===== src/rtl/axi4_lite_read_requester.sv =====
// Single-outstanding AXI4-Lite read master: turns a local req/rsp handshake into one
// AR/R exchange, rejects misaligned addresses locally and bounds the wait for R.
module axi4_lite_read_requester #(
  parameter int ADDRESS_SIZE   = 32,
  parameter int DATA_SIZE      = 32,
  parameter int TIMEOUT_CYCLES = 64
) (
  input  logic                    clk_i,
  input  logic                    rst_clk_i,
  input  logic [ADDRESS_SIZE-1:0] req_address_i,
  input  logic                    req_valid_i,
  output logic                    req_ready_o,
  output logic [DATA_SIZE-1:0]    rsp_data_o,
  output logic [1:0]              rsp_response_o,
  output logic                    rsp_valid_o,
  input  logic                    rsp_ready_i,
  output logic [ADDRESS_SIZE-1:0] read_address_o,
  output logic                    read_address_valid_o,
  input  logic                    read_address_ready_i,
  input  logic [DATA_SIZE-1:0]    read_data_i,
  input  logic [1:0]              read_data_response_i,
  input  logic                    read_data_valid_i,
  output logic                    read_data_ready_o,
  output logic [1:0]              debug_state
);

  // Handshakes: a transfer happens on a rising edge where valid && ready are both 1;
  // a valid output, once raised, holds its payload stable until that edge.

  typedef enum logic [1:0] {IDLE, ADDR, DATA, RESP} state_t;

  localparam int CW        = (TIMEOUT_CYCLES == 0) ? 1 : $clog2(TIMEOUT_CYCLES + 1);
  localparam int LIMIT_INT = (TIMEOUT_CYCLES == 0) ? 0 : TIMEOUT_CYCLES - 1;
  localparam logic [CW-1:0] CNT_LIMIT = CW'(LIMIT_INT);
  localparam logic [CW-1:0] CNT_MAX   = '1;

  localparam logic [1:0] RESP_SLVERR  = 2'b10;
  localparam logic [1:0] RESP_TIMEOUT = 2'b11;

  state_t                  state_q, state_d;
  logic                    orphan_q, orphan_d;
  logic [CW-1:0]           counter_q, counter_d;
  logic [ADDRESS_SIZE-1:0] addr_q, addr_d;
  logic [DATA_SIZE-1:0]    data_q, data_d;
  logic [1:0]              resp_q, resp_d;
  logic                    timeout_hit;

  assign timeout_hit = (TIMEOUT_CYCLES != 0) && (counter_q == CNT_LIMIT);

  always_ff @(posedge clk_i) begin
    if (rst_clk_i) begin
      state_q   <= IDLE;
      orphan_q  <= 1'b0;
      counter_q <= '0;
      addr_q    <= '0;
      data_q    <= '0;
      resp_q    <= '0;
    end else begin
      state_q   <= state_d;
      orphan_q  <= orphan_d;
      counter_q <= counter_d;
      addr_q    <= addr_d;
      data_q    <= data_d;
      resp_q    <= resp_d;
    end
  end

  always_comb begin
    state_d   = state_q;
    orphan_d  = orphan_q;
    counter_d = counter_q;
    addr_d    = addr_q;
    data_d    = data_q;
    resp_d    = resp_q;

    // A late R beat from a timed-out read is swallowed; it never reaches rsp_*.
    if (orphan_q && read_data_valid_i) orphan_d = 1'b0;

    unique case (state_q)
      IDLE: begin
        if (req_valid_i && !orphan_q) begin
          addr_d = req_address_i;
          if (req_address_i[1:0] != 2'b00) begin
            data_d  = '0;
            resp_d  = RESP_SLVERR;
            state_d = RESP;
          end else begin
            state_d = ADDR;
          end
        end
      end
      ADDR: begin
        if (read_address_ready_i) begin
          counter_d = '0;
          state_d   = DATA;
        end
      end
      DATA: begin
        if (read_data_valid_i) begin
          data_d  = read_data_i;
          resp_d  = read_data_response_i;
          state_d = RESP;
        end else if (timeout_hit) begin
          data_d   = '0;
          resp_d   = RESP_TIMEOUT;
          orphan_d = 1'b1;
          state_d  = RESP;
        end else if (counter_q != CNT_MAX) begin
          counter_d = counter_q + 1'b1;
        end
      end
      RESP: begin
        if (rsp_ready_i) state_d = IDLE;
      end
      default: state_d = IDLE;
    endcase
  end

  assign req_ready_o          = (state_q == IDLE) && !orphan_q;
  assign read_address_valid_o = (state_q == ADDR);
  assign read_address_o       = addr_q;
  assign read_data_ready_o    = (state_q == DATA) || orphan_q;
  assign rsp_valid_o          = (state_q == RESP);
  assign rsp_data_o           = data_q;
  assign rsp_response_o       = resp_q;
  assign debug_state          = state_q;

endmodule


===== config.mk =====
export PLATFORM = sky130hd
export DESIGN_NAME = axi4_lite_read_requester
export DESIGN_NICKNAME = d
export VERILOG_FILES = /design/src/rtl/axi4_lite_read_requester.sv
export SDC_FILE = /design/constraint.sdc
export NUM_CORES = 1
export LEC_CHECK = 0
export ABC_AREA = 1
export CORE_AREA = 2 2 99 101
export DETAILED_ROUTE_END_ITERATION = 16
export DIE_AREA = 0 0 101 103
export GPL_ROUTABILITY_DRIVEN = 0
export GPL_TIMING_DRIVEN = 0
export PLACE_DENSITY = 0.83
export RECOVER_POWER = 100
export REMOVE_ABC_BUFFERS = 1
export SKIP_LAST_GASP = 1
export SYNTH_ARGS = -nofsm -noshare
export SYNTH_HDL_FRONTEND = slang
export SYNTH_SLANG_ARGS = --single-unit
export TNS_END_PERCENT = 5

===== constraint.sdc =====
create_clock -name clk_i -period 4.1 [get_ports clk_i]
set_clock_uncertainty 0.05 [all_clocks]
set_input_delay 0.82 -clock clk_i [delete_from_list [all_inputs] [get_ports clk_i]]
set_output_delay 0.82 -clock clk_i [all_outputs]
set_load 0.01 [all_outputs]

[After elaboration in Yosys (flattened, before gate mapping)]
Cells that the tools add are included.
Storage, ports and cells
  bits in registers: 76
  input port bits: 72
  output and inout bits: 72
  logic and storage cells: 58
Operators by class
  $add $sub $neg: 1
  equal/unequal tests: 13
  multiplexer cells: 25
  reductions and logical operators: 13
Operators with widths (count)
  $mux 32: 4
  $pmux 32 s2: 1
  $mux 7: 4
  $mux 2: 9
  $pmux 7 s2: 1
  $ne 2x2->1 const B: 5
  $pmux 2 s4: 1
  $reduce_and 4->1: 2
  $add 7x1->7 const B: 1
  $eq 7x6->1 const B: 1
  $ne 7x7->1 const B: 1
  $reduce_bool 2->1: 3
  $reduce_and 5->1: 1
  $eq 2x2->1 const B: 2
  $mux 1: 4
  $ne 2x1->1 const B: 2
  $pmux 2 s2: 1
  $logic_and 1x1->1: 3
  $ne 3x3->1 const B: 1
  $eq 2x1->1 const B: 1
  $logic_not 2->1: 1
  $reduce_and 2->1: 1
  $logic_not 1->1: 1
  $logic_or 1x1->1: 1

[Longest topological paths before layout]
  depth in word-level cells: 5
  depth in mapped cells: 11
  gate-level depth less buffers: 9

[Worst setup path before layout]
No wires, ideal clock.
  kind: register -> output
  start point: register state_q[0] (netlist: debug_state[0])
  end point: output req_ready_o
  arrival time: 1.096 ns
  required time: 3.230 ns
  slack: 2.134 ns
  cell stages (with the launch flop): 6
  path buffers: 1
  path through: dfxtp_1 inv_1 ha_1 inv_1 nor2_2 buf_2
Between the ends
  cells in the longest elaborated chain, start to end: 2
RTL lines
  from (decl): RTL line 40  | state_t state_q, state_d;
  from (signal assigned): RTL line 59  | state_q <= state_d;
  $logic_not 2->1: RTL line 119  | assign req_ready_o = (state_q == IDLE) && !orphan_q;
  $logic_and 1x1->1: RTL line 119
  to (decl): RTL line 12  | output logic req_ready_o,
Every way passes these cells.

[Final worst setup path]
  start point: register state_q[1] (netlist: debug_state[1])
  end point: output req_ready_o
The elaborated chain is that of the path after synthesis.

==> run_results.csv <==
group,metric,value,unit
run_status,status,"finished, final reports clean",
finish,final_cell_count_no_fill,785,
setup_path,end_kind,"primary output",
logic_synthesis,yosysMostFrequentCell,"nand2_1",
logic_synthesis,ys.flop_type,"dfxtp_1",
sta,max_slew_margin,0.110,
clock_tree,numCtsBuffers,9,
pwr,power_density,658,nW/um^2
routing,first_pass_iters,6,
logic_synthesis,postSynthAreaPerCell,6.72,sq um
finish,nets,744,
worst_hold_path,hold_path.class,"reg2reg",
routing,drc,0,
floorplan,initial_core_util,0.387,
clock_tree,cts.path.max_buffers,2,
setup_path,path_cells,"inv_1 -> ha_1 -> inv_1 -> nor2_2 -> clkbuf_2 -> clkdlybuf4s50_1",
grt,grt_antenna_before_repair,0,
sta,fmax,0.277,GHz
routing,vias_per_cell,4.77,
routing,routedWlPerCell,12.5,um
floorplan,die-width,101,um
clock_tree,cts_tree,"done",
logic_synthesis,synth.area.top_cells,"dfxtp_1 (42%), nand2_1 (15%), inv_1 (9.1%)",
finish,antenna_cells,0,
logic_synthesis,synth_area,3660,sq um
sta,post-route-min-period,3.61,ns
setup_path,critPathTopFamily,"buffers and inverters",
routing,wl,9800,um
logic_synthesis,ys_types,22,
finish,area_growth,43.3,%
logic_synthesis,synth_commonest_cells,"nand2_1 (143), inv_1 (89), dfxtp_1 (76)",
clock_tree,cts_root_buf,"clkbuf_8",
sta,grt_setup_unrepaired,"false",
logic_synthesis,yosysSeqAreaShare,0.415,
sta,tightest_slew,1.33,ns
setup_path,worstSetupPathType,"reg2out",
finish,regArea,1520,sq um
grt,grt_overflow,0,
logic_synthesis,synth-edff-count,0,
clock_tree,cts_num_sinks,76,
clock_tree,worst_skew_pair.late_latency,0.34,ns
floorplan,die_h,103,um
logic_synthesis,syn_inst,545,
routing,vias,3744,
floorplan,ios,144,
setup_path,worst-endpoint-required,3.23,ns
pwr,vdd_ir_drop_max,0.361,mV
setup_path,worstSetupStartpointType,"register",
finish,drive_above_1_share,0.0447,
setup_path,cp_max_fo,19,
grt,grt_max_degree,44,
setup_path,slowest_delay,0.60,ns
setup_path,crit_start,"debug_state[1]$_SDFFE_PP0P_",
finish,multiInputGateArea,1580,sq um
floorplan,die_area,10400,sq um
clock_tree,clkTransAtPathRegs,0.08,ns
setup_path,worst-path-buf-inv,4,
routing,ant_nets,0,
placed_design,io_buffers,143,
setup_path,r2r_start,"debug_state[1]$_SDFFE_PP0P_",
logic_synthesis,yosys.area.top_type_share,0.415,
logic_synthesis,synth_seq_cells,76,
placed_design,placedCellCount,768,
worst_hold_path,hold_start,"counter_q[6]$_SDFFE_PP0P_",
sta,finalSetupViolCount,0,
grt,grt_pass1_wl,15600,um
routing,dr.first_iter.drc_count,156,
sta,period_share,0.881,
sta,slew_violations,0,
pwr,power.leakage,2.51,nW
grt,grt_usage,0.185,
floorplan,core_area,9460,sq um
sta,finalHoldViolations,0,
setup_path,arrival,2.74,ns
logic_synthesis,yosys_warnings,0,
grt,grt_pass1_vias,3526,
placed_design,dp_hpwl,6810,um
clock_tree,h-tree-depth,3,
floorplan,rows,36,
sta,hold_slack,0.402,ns
setup_path,cp_slowest_cell,"nor2_2",
logic_synthesis,async_reset_ff_frac,0,
logic_synthesis,synth_area_leader_cell,"dfxtp_1",
job,cap_violations,0,
setup_path,crit_top_cell,"inv_1",
finish,fillCellCount,871,
-- flip-flops by register name, indices dropped and copies added, names as in the netlist --
name	cells
read_address_o	32
orphan_q	1
debug_state	2
counter_q	7
rsp_data_o	32
rsp_response_o	2
-- stage by stage --
stage                     area (sq um)  setup TNS [ns]  utilization  power [mW]  setup slack [ns]
final                             5250               0        0.555        3.45             0.489
after global routing              5250               0        0.555        3.77             0.311
after CTS                         5260               0        0.556        3.60             0.328
after detailed placement          5040          -0.269        0.532        2.94           -0.0598
after global placement            5040          -0.224        0.532        2.88           -0.0283
after floorplan                   3460               0            -        2.16              1.59
-- tightest hold or removal path, cell delays in order, from the launching register on --
cell	delay [ns]
dfxtp_1	0.32
inv_1	0.05
nor2_1	0.04
-- cells by family (layout without fill, tap and decap cells) --
group,Yosys count,count (layout),share of synthesized area
AOI/OAI and AO/OA,39,39,0.0533
xor gates and xnor gates,1,1,0.00239
DFF,76,76,0.415
and+or+nand+nor,298,298,0.360
adders and majority gates,6,6,0.0205
buffers and inverters,125,251,0.148
-- timing repair --
action                     in CTS  in global routing
hold buffers                    0                  0
resized for setup               0                  1
setup endpoints to repair       0                 17
buffers inserted                0                  0
-- final cells by class --
cell class / count / area share
Multi-Input combinational cell: 344 / 0.301
Sequential cell: 76 / 0.290
Timing Repair Buffer: 144 / 0.274
Clock inverter: 6 / 0.0165
Inverter: 91 / 0.0651
Tap cell: 114 / 0.0272
Clock buffer: 10 / 0.0262
-- routing by layer --
layer,vias to the layer above,share of wire,GRT usage,wire length (um)
li1,1910,-,-,-
met1,1690,0.42,0.214,4160
met2,126,0.49,0.331,4780
met3,18,0.068,0.0468,668
met4,0,0.019,0.0665,191
met5,-,0,0,0
-- path summary, 6_finish.rpt --
kind                                     end  slack, ns  cells past startpoint
min                counter_q[6]$_SDFFE_PP0P_       0.40                      2
min reg2reg        counter_q[6]$_SDFFE_PP0P_       0.40                      2
max reg2reg  read_address_o[19]$_SDFFE_PP0P_       1.27                      7
max                              req_ready_o       0.49                      6
-- cells in the final DEF, fill, tap and decap left out, types with 6 or more instances in the layout --
cell type        synthesis  final
nand2_1                143    150
inv_1                   89     89
dfxtp_1                 76     76
dlygate4sd3_1            0     73
clkdlybuf4s50_1          0     69
nor2_1                  64     65
nand3_1                 39     39
a21oi_1                 37     37
nand4_1                 32     32
clkbuf_8                 0     10
ha_1                     6      6
-- power by group --
part	internal, mW	switching [mW]
clock network	0.360	0.279
registers	0.957	0.112
logic	0.716	1.03
Note: power is estimated with default switching activity, not from simulation.
